<file path="src/rtl/apb_pkg.sv">
// Shared APB definitions: FSM state encoding and default bus widths.
package apb_pkg;

    localparam int unsigned APB_ADDR_W = 32;
    localparam int unsigned APB_DATA_W = 32;

    typedef enum logic [1:0] {
        IDLE   = 2'd0,
        SETUP  = 2'd1,
        ACCESS = 2'd2
    } apb_state_e;

endpackage

</file>
<file path="src/rtl/rr_arbiter.sv">
// Combinational round-robin picker: first requester at or after ptr, wrapping.
module rr_arbiter #(
    parameter int unsigned N  = 4,
    parameter int unsigned IW = $clog2(N)
) (
    input  logic [N-1:0]  req,
    input  logic [IW-1:0] ptr,
    output logic [N-1:0]  gnt,
    output logic [IW-1:0] gnt_idx,
    output logic          gnt_valid
);

    // Scan N positions starting at ptr; the first active request wins.
    always_comb begin
        logic [IW:0] pos;
        gnt       = '0;
        gnt_idx   = '0;
        gnt_valid = 1'b0;
        pos       = '0;
        for (int unsigned i = 0; i < N; i++) begin
            pos = (IW+1)'(ptr) + (IW+1)'(i);
            if (pos >= (IW+1)'(N)) begin
                pos = pos - (IW+1)'(N);
            end
            if (!gnt_valid && req[pos[IW-1:0]]) begin
                gnt_valid           = 1'b1;
                gnt_idx             = pos[IW-1:0];
                gnt[pos[IW-1:0]]    = 1'b1;
            end
        end
    end

endmodule

</file>
<file path="src/rtl/apb_master_arbiter.sv">
// Shares one APB master port between NUM_REQ requesters with round-robin
// arbitration, IDLE->SETUP->ACCESS sequencing and an ACCESS watchdog.
module apb_master_arbiter
    import apb_pkg::*;
#(
    parameter int unsigned NUM_REQ     = 4,
    parameter int unsigned ADDR_W      = APB_ADDR_W,
    parameter int unsigned DATA_W      = APB_DATA_W,
    parameter int unsigned TIMEOUT_CYC = 16
) (
    input  logic                      pclk,
    input  logic                      preset,
    input  logic [NUM_REQ-1:0]        req_valid,
    output logic [NUM_REQ-1:0]        req_ready,
    input  logic [NUM_REQ-1:0]        req_write,
    input  logic [NUM_REQ*ADDR_W-1:0] req_addr,
    input  logic [NUM_REQ*DATA_W-1:0] req_wdata,
    output logic [NUM_REQ-1:0]        rsp_valid,
    output logic [DATA_W-1:0]         rsp_rdata,
    output logic                      rsp_slverr,
    output logic [ADDR_W-1:0]         paddr,
    output logic                      psel,
    output logic                      penable,
    output logic                      pwrite,
    output logic [DATA_W-1:0]         pwdata,
    input  logic                      pready,
    input  logic [DATA_W-1:0]         prdata,
    input  logic                      pslverr
);

    localparam int unsigned IDX_W = $clog2(NUM_REQ);
    localparam int unsigned CNT_W = $clog2(TIMEOUT_CYC + 1);

    apb_state_e          state;
    logic [IDX_W-1:0]    rr_ptr;
    logic [IDX_W-1:0]    cur_idx;
    logic [NUM_REQ-1:0]  cur_gnt;
    logic [CNT_W-1:0]    wait_cnt;

    logic [NUM_REQ-1:0]  arb_gnt;
    logic [IDX_W-1:0]    arb_idx;
    logic                arb_valid;

    rr_arbiter #(
        .N  (NUM_REQ),
        .IW (IDX_W)
    ) u_rr_arbiter (
        .req       (req_valid),
        .ptr       (rr_ptr),
        .gnt       (arb_gnt),
        .gnt_idx   (arb_idx),
        .gnt_valid (arb_valid)
    );

    // Accept handshake is only offered while the bus is free.
    assign req_ready = (state == IDLE) ? arb_gnt : '0;

    // APB sequencer, wait counter, round-robin pointer and response registers.
    always_ff @(posedge pclk) begin
        if (preset) begin
            state      <= IDLE;
            rr_ptr     <= '0;
            cur_idx    <= '0;
            cur_gnt    <= '0;
            wait_cnt   <= '0;
            paddr      <= '0;
            pwdata     <= '0;
            pwrite     <= 1'b0;
            psel       <= 1'b0;
            penable    <= 1'b0;
            rsp_valid  <= '0;
            rsp_rdata  <= '0;
            rsp_slverr <= 1'b0;
        end else begin
            rsp_valid <= '0;
            case (state)
                IDLE: begin
                    if (arb_valid) begin
                        paddr   <= req_addr[arb_idx*ADDR_W +: ADDR_W];
                        pwdata  <= req_wdata[arb_idx*DATA_W +: DATA_W];
                        pwrite  <= req_write[arb_idx];
                        cur_idx <= arb_idx;
                        cur_gnt <= arb_gnt;
                        psel    <= 1'b1;
                        penable <= 1'b0;
                        state   <= SETUP;
                    end
                end
                SETUP: begin
                    penable  <= 1'b1;
                    wait_cnt <= '0;
                    state    <= ACCESS;
                end
                ACCESS: begin
                    if (pready || (wait_cnt == CNT_W'(TIMEOUT_CYC - 1))) begin
                        psel      <= 1'b0;
                        penable   <= 1'b0;
                        rsp_valid <= cur_gnt;
                        rr_ptr    <= (cur_idx == IDX_W'(NUM_REQ - 1)) ? '0 : cur_idx + 1'b1;
                        state     <= IDLE;
                        if (pready) begin
                            rsp_rdata  <= pwrite ? '0 : prdata;
                            rsp_slverr <= pslverr;
                        end else begin
                            rsp_rdata  <= '0;
                            rsp_slverr <= 1'b1;
                        end
                    end else begin
                        wait_cnt <= wait_cnt + 1'b1;
                    end
                end
                default: begin
                    psel    <= 1'b0;
                    penable <= 1'b0;
                    state   <= IDLE;
                end
            endcase
        end
    end

endmodule

</file>
<file path="config.mk">
export PLATFORM = sky130hd
export DESIGN_NAME = apb_master_arbiter
export DESIGN_NICKNAME = d
export VERILOG_FILES = /design/src/rtl/apb_pkg.sv /design/src/rtl/rr_arbiter.sv /design/src/rtl/apb_master_arbiter.sv
export SDC_FILE = /design/constraint.sdc
export NUM_CORES = 1
export LEC_CHECK = 0
export CORE_AREA = 10 10 166 168
export DETAILED_ROUTE_END_ITERATION = 7
export DIE_AREA = 0 0 176 178
export MAX_ROUTING_LAYER = met4
export PLACE_DENSITY = 0.67
export RECOVER_POWER = 50
export SLEW_MARGIN = 40
export SYNTH_ARGS = -nofsm -noshare
export SYNTH_HDL_FRONTEND = slang
export SYNTH_SLANG_ARGS = --single-unit
</file>
<file path="constraint.sdc">
create_clock -name pclk -period 3.14 [get_ports pclk]
set_clock_uncertainty 0.2 [all_clocks]
set_input_delay 0.628 -clock pclk [delete_from_list [all_inputs] [get_ports pclk]]
set_output_delay 0.628 -clock pclk [all_outputs]
set_load 0.01 [all_outputs]
</file>
==> run summary, run 1 <==
Post-DP Area - 12,140 um^2
Most frequent cells in the layout - 340 x clkdlybuf4s50_1, 243 x nand2_1, 116 x dfxtp_1
Gpl congestion - 0.8896
Outcome - complete, but fails checks
Top Ports - 408
Internal Power - 0.003888 W
P_leak - 5.236 nW
WHS Endpoint - psel$_SDFFE_PP0P_
Count of flip-flops with a built-in enable after synthesis - 0
CP Class - input pin to primary output
Clock sinks - 118
Initial antenna violation count - 6
Yosys top cell by area - dfxtp_1
DRT Pass-1 Iters - 5
Switching Share - 31.56%
Total GRT Usage - 22.88%
Finish-stage setup viols - 9
Die height - 178 um
R2R cell count - 11
Largest family of logic cells by synthesized area - compound AO/OA/AOI/OAI gates
GRT overflow - 0
Post-DR vias/cell - 5.477
H-tree depth - 4
RSZ-0062 raised after global routing - yes
Reg2reg start - rr_ptr[0]$_SDFFE_PP0N_
Crit-path max cell delay - 0.53 ns
Top cell type's share of synthesized area - 33.18%
Final Hold Fails - 0
Mux contribution to synthesized area - 6.186%
Initial Utilization - 29.53%
Synthesized instance count - 907
Pre-CTS setup slack - -0.6634 ns
Largest net degree at the start of global routing - 63
TritonCTS clock tree - built
Pwr per Cell Area - 438.0 nW/um^2
Min Hold Slack - 0.2501 ns
Hold_sp - psel$_SDFFE_PP0P_
Most common cell on crit path - nor2_1
Worst setup margin - -0.1620 ns
Clk network pwr share - 33.4%
Share of cells above drive strength 1 - 14.14%
Max-Cap Viols - 0
Clock slew at reported path FFs - 0.06 ns
Die area - 31,330 um^2
CP Capture Type - primary output
Final instance area - 12,970 um^2
Iter 0 DRT Violations - 596
Syn nets - 1,216
Max stage delay cell, worst path - mux4_2
Via count of the first global-routing pass - 9,433
Final HPWL DP - 27.89 mm
Crit start category - input pin
Library cells used by synthesis - 46
Mapped cell area - 7119 um^2
Core Box Area - 24,110 um^2
FF-to-FF setup slack - -0.05 ns
DRT antenna net count - 0
Tcrit/Tclk final - 105.2%
Simple-gate share of the synthesized area - 17.91%
Worst-path fanout max - 5
Ys flop type - dfxtp_1
Via count - 9,246
Slew @ Worst Pin - 0.7312 ns
FF-to-FF End - pwdata[3]$_SDFFE_PP0P_
Failing checks - setup timing
Register area share after synthesis - 33.18%
Nets@finish - 1,654
Clock Tree Root - clkbuf_16
DRC violations left - 0
Final worst path period need - 3.302 ns
WL per Instance - 21.98 um
Most common cell after layout, fill and taps aside - clkdlybuf4s50_1
Combinational share of power - 35.9%
Max Freq - 0.3028 GHz
Clock Path Buffers - 2
Detailed Route WL - 37.10 mm
Layout area overhead - 82.18%
XOR/XNOR Fraction of Synth Area - 0.2460%
Worst Hold Class - flip-flop to flip-flop
Die Wd - 176 um
Slew headroom - 51.25%
Row cnt - 57
Peak supply drop - 0.0003216 V
Worst-path cell chain - clkdlybuf4s50_1, mux4_2, buf_6, nor2b_4, a22oi_1, nor2_1, a221oi_2, nor2_1, buf_2
Arr. time, crit path - 2.47 ns
Psw - 0.001793 W
Filler instances - 2,239
Setup TNS - -0.7135 ns
Compound-Gate Fraction of Synth Area - 34.57%
Seq pwr share - 30.7%
Clock Latency Late Sink - 0.41 ns
Number of cells on the worst hold path - 2
Final Max Slew Viols - 0
Worst EP required - 2.31 ns
Yosys warns - 0
First-pass GRT wire length - 54.51 mm
# hold bufs at CTS - 0
Area contributors post-synth - dfxtp_1 33%, nand2_1 13%, a221o_1 6.6%
CTS buffer count - 17
Adder-cell share of the synthesized area - 1.582%
Register bit total from synthesis - 118
Mean post-synth cell area - 7.849 um^2
Number of I/O port buffers - 407
FFs w/ async S/R, synth - 0%
-- stage by stage --
| stage | utilization, % | cells | total power [W] |
|---|---|---|---|
| 6_report | 53.80 | 1688 | 0.005681 |
| 5_1_grt | 53.80 | 1688 | 0.005952 |
| 4_1_cts | 53.58 | 1680 | 0.005753 |
| 3_5_place_dp | 50.37 | 1639 | 0.003756 |
| 3_3_place_gp | 50.37 | 1639 | 0.003730 |
| 2_1_floorplan | - | 907 | 0.002596 |
-- worst max-delay path by stage --
stage / from / end / slack [ns] / cells after the start
finish: req_valid[1] / req_ready[0] / -0.16 / 9
global route: rr_ptr[0]$_SDFFE_PP0N_ / req_ready[1] / -0.31 / 10
CTS: rr_ptr[0]$_SDFFE_PP0N_ / req_ready[0] / -0.19 / 10
detailed placement: req_valid[2] / req_ready[1] / -0.66 / 7
global placement: req_valid[0] / req_ready[3] / -0.63 / 8
floorplan: rr_ptr[0]$_SDFFE_PP0N_ / paddr[24]$_SDFFE_PP0P_ / 0.01 / 12
-- worst max-delay path: cells and delay by family --
kind / cells / cell delay, ns
buffers and inverters: 3 / 0.78
AO/OA/AOI/OAI: 2 / 0.15
AND/OR/NAND/NOR: 3 / 0.41
multiplexers: 1 / 0.53
-- routing by layer --
metal / vias up / global-route usage [%] / share of wire, %
li1: 4310 / - / -
met1: 4424 / 25.50 / 41
met2: 450 / 38.00 / 48
met3: 62 / 6.934 / 8.7
met4: 0 / 8.654 / 2.8
met5: - / - / 0
-- final cells by class --
cell class / instances / area (um^2) / share of cell area (%)
diodes: 6 / 15.01 / 0.1158
clock buffers: 18 / 439.2 / 3.386
clock inverters: 14 / 127.6 / 0.9840
inverters: 4 / 15.01 / 0.1158
multi-input cells: 697 / 4482 / 34.56
flip-flops and latches: 118 / 2367 / 18.25
well taps: 324 / 405.4 / 3.126
repair buffers: 507 / 5119 / 39.47
-- logic make-up (layout without fill, tap and decap cells) --
family,count (synthesis),after routing
muxes,39,39
buffers and inverters,94,543
xor gates and xnor gates,2,2
DFF,118,118
adders and majority gates,9,9
and+or+nand+nor,312,312
other,0,6
AOI/OAI and AO/OA,333,335
-- synthesized netlist by cell type, drive strengths merged, types with 2 or more instances --
cell type / number
nand2: 244
dfxtp: 118
o22ai: 66
a21oi: 62
a22o: 50
a221o: 47
buf: 47
clkbuf: 43
a31oi: 36
nor2: 30
mux2: 20
a311o: 18
o211ai: 18
mux2i: 17
a211oi: 14
ha: 9
nor3: 7
and2: 5
nand2b: 5
nor2b: 5
o21ai: 5
a211o: 4
a221oi: 4
a22oi: 4
inv: 4
and3: 3
or2: 3
or3b: 3
a21o: 2
mux4: 2
nand3: 2
nand3b: 2
xor2: 2
-- state kept, by name (all words and copies together) (netlist names) --
register,count
wait_cnt,5
pwrite,1
psel,1
paddr,32
penable,1
rr_ptr,2
state,1
rsp_rdata,32
rsp_valid,4
rsp_slverr,1
pwdata,32
cur_gnt,4
cur_idx,2
-- power groups by stage --
stage | Combinational [W] | Clock (W) | Sequential, W
4_1_cts | 0.00206 | 0.00195 | 0.00175
6_report | 0.00204 | 0.00190 | 0.00174
2_1_floorplan | 0.000760 | 0 | 0.00184
5_1_grt | 0.00219 | 0.00200 | 0.00176
3_3_place_gp | 0.00196 | 0 | 0.00177
3_5_place_dp | 0.00198 | 0 | 0.00178
-- repair_timing --
action | 4_1_cts | 5_1_grt
buffers inserted | 6 | 1
gates resized for setup | 43 | 5
gates cloned | 4 | 1
pin swaps | 10 | 3
endpoints found under the setup margin | 46 | 69
(Power assumes the default switching activity.)
==> run 2: changes to the inputs <==
--- a/config.mk
+++ b/config.mk
@@ -5,11 +5,11 @@
 export SDC_FILE = /design/constraint.sdc
 export NUM_CORES = 1
 export LEC_CHECK = 0
-export CORE_AREA = 10 10 166 168
+export CORE_AREA = 10 10 210 133
 export DETAILED_ROUTE_END_ITERATION = 7
-export DIE_AREA = 0 0 176 178
+export DIE_AREA = 0 0 220 143
 export MAX_ROUTING_LAYER = met4
-export PLACE_DENSITY = 0.67
+export PLACE_DENSITY = 0.68
 export RECOVER_POWER = 50
 export SLEW_MARGIN = 40
 export SYNTH_ARGS = -nofsm -noshare
==> run 2 against run 1 <==
Compared with the run above:
- the flow still finishes with violations (setup timing)
- critical path depth is the same
- worst hold slack gained 0.0084 ns
- sequential power is essentially flat
- via count shrank 2.0%
- power grew 2.2%
- first-iteration DRC count grew 19%
- sequential share of layout area grew 0.17 points
- final cell count shrank 0.89%
- sequential cell count is the same
- largest cell class unchanged
==> run summary, run 2 (synthesis results as in run 1) <==
Outcome - complete, but fails checks (unchanged)
Failing checks - setup timing (unchanged)
DRT Pass-1 Iters - 4 (was 5)
Busiest grt layer - met2 (unchanged)
Final worst path period need - 3.344 ns (was 3.302 ns)
Total GRT Usage - 23.77% (was 22.88%)
Largest registers - paddr (32), pwdata (32), rsp_rdata (32) (unchanged)
P_leak - 5.168 nW (was 5.236 nW)
DRC violations left - 0 (unchanged)
Share of cells above drive strength 1 - 13.84% (was 14.14%)
H-tree depth - 4 (unchanged)
Worst setup margin - -0.2040 ns (was -0.1620 ns)
Met1 Usage GRT - 28.11% (was 25.50%)
Slew @ Worst Pin - 0.4747 ns (was 0.7312 ns)
Post-DR vias/cell - 5.414 (was 5.477)
Slew headroom - 68.02% (was 51.25%)
Largest net degree at the start of global routing - 53 (was 63)
Detailed Route WL - 38.23 mm (was 37.10 mm)
Most frequent cells in the layout - 331 x clkdlybuf4s50_1, 243 x nand2_1, 116 x dfxtp_1 (was 340 x clkdlybuf4s50_1, 243 x nand2_1, 116 x dfxtp_1)
Met2 usage in global routing - 37.30% (was 38.00%)
Clock slew at reported path FFs - 0.06 ns (about the same)
Setup TNS - -1.095 ns (was -0.7135 ns)
Clock Path Buffers - 2 (unchanged)
Layout area overhead - 80.51% (was 82.18%)
Max Freq - 0.2990 GHz (was 0.3028 GHz)
RSZ-0062 raised after global routing - yes (unchanged)
CP startpoint - req_valid[0] (was req_valid[1])
First-pass GRT wire length - 55.49 mm (was 54.51 mm)
Final Hold Fails - 0 (unchanged)
Crit start category - input pin (unchanged)
Combinational share of power - 33.9% (was 35.9%)
Via count - 9,057 (was 9,246)
Die Wd - 220 um (was 176 um)
Final HPWL DP - 29.47 mm (was 27.89 mm)
Final Max Slew Viols - 0 (unchanged)
Top Ports - 408 (unchanged)
Tcrit/Tclk final - 106.5% (was 105.2%)
GRT overflow - 0 (unchanged)
Die area - 31,460 um^2 (was 31,330 um^2)
Peak supply drop - 0.0003818 V (was 0.0003216 V)
Pwr per Cell Area - 451.6 nW/um^2 (was 438.0 nW/um^2)
Initial antenna violation count - 7 (was 6)
CP Class - input pin to primary output (unchanged)
Met3 Use GR - 9.051% (was 6.934%)
TritonCTS clock tree - built (unchanged)
Via count of the first global-routing pass - 8,863 (was 9,433)
Min Hold Slack - 0.2586 ns (was 0.2501 ns)
Worst Hold Class - flip-flop to flip-flop (unchanged)
CTS buffer count - 17 (unchanged)
DRT antenna net count - 0 (unchanged)
Clk network pwr share - 36.0% (was 33.4%)
Max-Cap Viols - 0 (unchanged)
Clock Tree Root - clkbuf_16 (unchanged)
Initial Utilization - 29.80% (was 29.53%)
Worst EP required - 2.31 ns (about the same)
Reg2reg start - rr_ptr[0]$_SDFFE_PP0N_ (unchanged)
Most common cell after layout, fill and taps aside - clkdlybuf4s50_1 (unchanged)
CP Capture Type - primary output (unchanged)
Row cnt - 44 (was 57)
Iter 0 DRT Violations - 710 (was 596)
Finish-stage setup viols - 26 (was 9)
Psw - 0.001808 W (was 0.001793 W)
Switching Share - 31.15% (was 31.56%)
Clock Latency Late Sink - 0.43 ns (was 0.41 ns)
Clock sinks - 118 (unchanged)
Seq pwr share - 30.1% (was 30.7%)
Worst-path fanout max - 5 (unchanged)
Arr. time, crit path - 2.52 ns (was 2.47 ns)
Number of I/O port buffers - 407 (unchanged)
Core Box Area - 23,890 um^2 (was 24,110 um^2)
Die height - 143 um (was 178 um)
Hold_sp - cur_gnt[2]$_SDFFE_PP0P_ (was psel$_SDFFE_PP0P_)
Gpl congestion - 0.9572 (was 0.8896)
Nets@finish - 1,640 (was 1,654)
Internal Power - 0.003996 W (was 0.003888 W)
WL per Instance - 22.85 um (was 21.98 um)
==> run 2: cell types whose count changed in the layout (fill, tap and decap cells not counted), moves of 3 or more <==
cell	before	now
a21oi_1	61	56
a21oi_2	0	6
clkdlybuf4s50_1	340	331
buf_4	71	65
dlygate4sd3_1	60	71
buf_16	3	0
==> run 2: final timing paths <==
check | to | slack [ns] | cells after the start
worst max-delay path | req_ready[1] | -0.20 | 9
worst max register to register | paddr[0]$_SDFFE_PP0P_ | -0.03 | 10
worst min-delay path | cur_gnt[2]$_SDFFE_PP0P_ | 0.26 | 2
worst min register to register | cur_gnt[2]$_SDFFE_PP0P_ | 0.26 | 2
==> run 2: stage by stage <==
step	worst slack [ns]	instance area, um^2	instances	utilization [%]	total power [W]
final	-0.2040	12850	1673	53.79	0.005804
after global routing	-0.3297	12850	1673	53.79	0.006071
after CTS	-0.1886	12730	1662	53.26	0.005853
after detailed placement	-0.6051	12020	1622	50.31	0.003734
after global placement	-0.5390	12020	1622	50.31	0.003717
after floorplan	0.01311	7126	907	-	0.002596
==> run 2: critical path, stage by stage <==
cell,delay (ns)
clkdlybuf4s50_1,0.48
mux4_2,0.55
buf_6,0.15
nor2b_4,0.19
a22oi_2,0.09
nor2_2,0.12
a221oi_2,0.05
nor2_1,0.11
buf_2,0.14
==> run 2: final cells by class <==
class / count / area, um^2
Timing Repair Buffer: 495 / 4966
Clock inverter: 14 / 173.9
Tap cell: 322 / 402.9
Clock buffer: 18 / 439.2
Antenna cell: 7 / 17.52
Sequential cell: 118 / 2367
Multi-Input combinational cell: 695 / 4467
Inverter: 4 / 17.52
Fill cell: 2208 / 11040
==> run 2: metal layers <==
metal  vias to the layer above  wire length, um  part of all wire, %
met5                         -                0                    0
met4                         0              670                  1.8
met3                        42             3942                   10
met2                       437            18170                   48
met1                      4312            15450                   40
li1                       4266                -                    -
==> run 2: power by group through the flow <==
stage,Sequential (W),Clock [W],Combinational [W]
after global routing,0.00177,0.00219,0.00211
after detailed placement,0.00178,0,0.00195
after global placement,0.00178,0,0.00194
after floorplan,0.00184,0,0.000760
after CTS,0.00175,0.00212,0.00198
final,0.00175,0.00209,0.00197
==> run 2: repair_timing <==
item	in CTS	in global routing
setup endpoints to repair	10	69
resized for setup	28	16
pin swaps	4	5
buffers inserted	8	4
cloned	0	0
hold buffers	0	0
==> run 3: changes to the inputs <==
--- a/config.mk
+++ b/config.mk
@@ -9,7 +9,7 @@
 export DETAILED_ROUTE_END_ITERATION = 7
 export DIE_AREA = 0 0 220 143
 export MAX_ROUTING_LAYER = met4
-export PLACE_DENSITY = 0.68
+export PLACE_DENSITY = 0.73
 export RECOVER_POWER = 50
 export SLEW_MARGIN = 40
 export SYNTH_ARGS = -nofsm -noshare
==> run 3 against run 2 <==
Compared with the run above:
- highest routed layer unchanged
- critical path type is now flip-flop to primary output
- register-to-register slack improved by 0.06 ns
- routed wire length is 2.8% higher
- combinational power grew 6%
- first-iteration DRC count increased by 17%
- global-route usage is 0.49 points lower
- largest cell class unchanged
- final area up 2.5%
- clock power hardly changed
- sequential share of layout area shrank 0.45 points
- power up 1.7%
- the run still ends with setup timing left
- core utilization grew 1.4 points
- critical path depth did not move
==> run summary, run 3 (synthesis results as in run 1) <==
Final HPWL DP - 28.77 mm (was 29.47 mm)
Worst Hold Class - flip-flop to flip-flop (unchanged)
Share of cells above drive strength 1 - 15.58% (was 13.84%)
Clock sinks - 118 (unchanged)
Outcome - complete, but fails checks (unchanged)
Peak supply drop - 0.0003484 V (was 0.0003818 V)
Detailed Route WL - 39.28 mm (was 38.23 mm)
Clk network pwr share - 34.9% (was 36.0%)
Layout area overhead - 85.04% (was 80.51%)
Pwr per Cell Area - 447.9 nW/um^2 (was 451.6 nW/um^2)
Max-Cap Viols - 0 (unchanged)
Nets@finish - 1,657 (was 1,640)
Multi-input combinational cell area - 4571 um^2 (was 4467 um^2)
Largest registers - paddr (32), pwdata (32), rsp_rdata (32) (unchanged)
Row cnt - 44 (unchanged)
Worst setup margin - -0.3306 ns (was -0.2040 ns)
Psw - 0.001910 W (was 0.001808 W)
Crit-path max cell delay - 0.59 ns (was 0.55 ns)
WL met2 - 18.68 mm (was 18.17 mm)
Initial Utilization - 29.80% (unchanged)
DRC violations left - 0 (unchanged)
Met1 wire length - 16.07 mm (was 15.45 mm)
Arr. time, crit path - 2.64 ns (was 2.52 ns)
Fin cells - 1,686 (was 1,673)
Finish-stage setup viols - 4 (was 26)
TritonCTS clock tree - built (unchanged)
Combinational share of power - 35.4% (was 33.9%)
P_leak - 5.324 nW (was 5.168 nW)
Max Freq - 0.2881 GHz (was 0.2990 GHz)
# hold bufs at CTS - 0 (unchanged)
Number of cells on the worst hold path - 2 (unchanged)
H-tree depth - 4 (unchanged)
Number of I/O port buffers - 407 (unchanged)
Final instance area - 13,170 um^2 (was 12,850 um^2)
Clock Path Buffers - 2 (unchanged)
Crit start category - flip-flop (was input pin)
Final worst path period need - 3.471 ns (was 3.344 ns)
Top routing layer in use - met4 (unchanged)
DRT Pass-1 Iters - 5 (was 4)
Most common cell on crit path - nor2_1
Largest net degree at the start of global routing - 49 (was 53)
CP Capture Type - primary output (unchanged)
Post-DR vias/cell - 5.451 (was 5.414)
Post-DP Area - 12,070 um^2 (was 12,020 um^2)
Slew headroom - 55.32% (was 68.02%)
Gpl congestion - 0.9270 (was 0.9572)
Total GRT Usage - 23.28% (was 23.77%)
Placed Instances - 1,627 (was 1,622)
Most common cell after layout, fill and taps aside - clkdlybuf4s50_1 (unchanged)
Via count - 9,190 (was 9,057)
Failing checks - setup timing (unchanged)
DRT antenna net count - 0 (unchanged)
Die area - 31,460 um^2 (unchanged)
Clock slew at reported path FFs - 0.06 ns (about the same)
WL per Instance - 23.30 um (was 22.85 um)
Die height - 143 um (unchanged)
Via count of the first global-routing pass - 9,120 (was 8,863)
Worst-path cell chain - inv_4, ha_4, mux4_2, buf_6, a22oi_2, nor2_1, a221oi_2, nor2_1, buf_2 (was clkdlybuf4s50_1, mux4_2, buf_6, nor2b_4, a22oi_2, nor2_2, a221oi_2, nor2_1, buf_2)
Final Max Slew Viols - 0 (unchanged)
Top Ports - 408 (unchanged)
Internal Power - 0.003990 W (was 0.003996 W)
Clock Latency Late Sink - 0.43 ns (about the same)
Sequential cell area - 2367 um^2 (unchanged)
Worst-path fanout max - 5 (unchanged)
Final Hold Fails - 0 (unchanged)
R2R cell count - 10 (unchanged)
Seq pwr share - 29.6% (was 30.1%)
Final core utilization - 55.14% (was 53.79%)
First-pass GRT wire length - 55.12 mm (was 55.49 mm)
Slew @ Worst Pin - 0.6702 ns (was 0.4747 ns)
Tcrit/Tclk final - 110.5% (was 106.5%)
Initial antenna violation count - 2 (was 7)
GRT overflow - 0 (unchanged)
Worst EP required - 2.31 ns (about the same)
Met3 WL - 3.484 mm (was 3.942 mm)
RSZ-0062 raised after global routing - yes (unchanged)
Max stage delay cell, worst path - mux4_2 (unchanged)
Clock Tree Root - clkbuf_16 (unchanged)
Core Box Area - 23,890 um^2 (unchanged)
Most frequent cells in the layout - 329 x clkdlybuf4s50_1, 243 x nand2_1, 116 x dfxtp_1 (was 331 x clkdlybuf4s50_1, 243 x nand2_1, 116 x dfxtp_1)
Iter 0 DRT Violations - 828 (was 710)
Filler instances - 2,136 (was 2,208)
CTS buffer count - 17 (unchanged)
Pre-CTS setup slack - -0.5988 ns (was -0.6051 ns)
Die Wd - 220 um (unchanged)
Switching Share - 32.37% (was 31.15%)
CP Class - flip-flop to primary output (was input pin to primary output)
[run 3: changes by cell type in the layout (fill, tap and decap cells not counted), moves of 3 or more]
cell           before  now
buf_12             19   22
a211oi_2            1    6
clkbuf_16          17   22
inv_8               0    4
buf_6               4    7
o22ai_1            66   59
diode_2             7    3
a211oi_1           12    7
o22ai_2             0    7
dlygate4sd2_1       1    4
a21oi_2             6    3
[run 3: timing repair]
item                                    4_1_cts  5_1_grt
gates resized for setup                      42       28
gates cloned                                  0       10
buffers inserted                             12        2
endpoints found under the setup margin        8       69
pin swaps                                    12        8
[run 3: area by class of cell]
type                    count  area share [%]
flip-flops and latches    118           17.97
well taps                 322           3.058
repair buffers            510           39.48
clock inverters            15           1.377
multi-input cells         697           34.69
inverters                   4          0.1330
clock buffers              17           3.229
diodes                      3         0.05699
[run 3: worst max-delay path: cells and delay by family, from the launching register on]
| kind | cells | cell delay [ns] |
|---|---|---|
| and+or+nand+nor | 2 | 0.18 |
| muxes | 1 | 0.59 |
| buffers and inverters | 3 | 0.35 |
| adders and majority gates | 1 | 0.28 |
| AOI/OAI and AO/OA | 2 | 0.44 |
| DFF | 1 | 0.37 |
[run 3: worst paths after layout]
check | start | to | slack (ns)
min | psel$_SDFFE_PP0P_ | psel$_SDFFE_PP0P_ | 0.26
max reg2reg | rr_ptr[0]$_SDFFE_PP0N_ | paddr[10]$_SDFFE_PP0P_ | 0.03
min reg2reg | psel$_SDFFE_PP0P_ | psel$_SDFFE_PP0P_ | 0.26
max | rr_ptr[0]$_SDFFE_PP0N_ | req_ready[2] | -0.33
[run 3: layer usage]
metal / up-vias / track usage [%]
met5: - / -
met3: 46 / 7.511
met4: 0 / 8.399
met2: 413 / 37.30
met1: 4415 / 26.91
li1: 4316 / -
[run 3: stage by stage]
step                hold WS (ns)  TNS, ns  total power, W
global route              0.2664   -2.048        0.006146
CTS                       0.2590  -0.8234        0.005843
finish                    0.2580   -1.082        0.005900
global placement          0.2412   -18.02        0.003709
floorplan                 0.2167        0        0.002596
detailed placement        0.2449   -20.55        0.003738
[run 3: power by group through the flow]
stage / Combinational [W] / Sequential (W) / Clock [W]
floorplan: 0.000760 / 0.00184 / 0
global placement: 0.00193 / 0.00178 / 0
detailed placement: 0.00196 / 0.00178 / 0
CTS: 0.00200 / 0.00175 / 0.00209
global route: 0.00223 / 0.00177 / 0.00215
finish: 0.00209 / 0.00175 / 0.00206
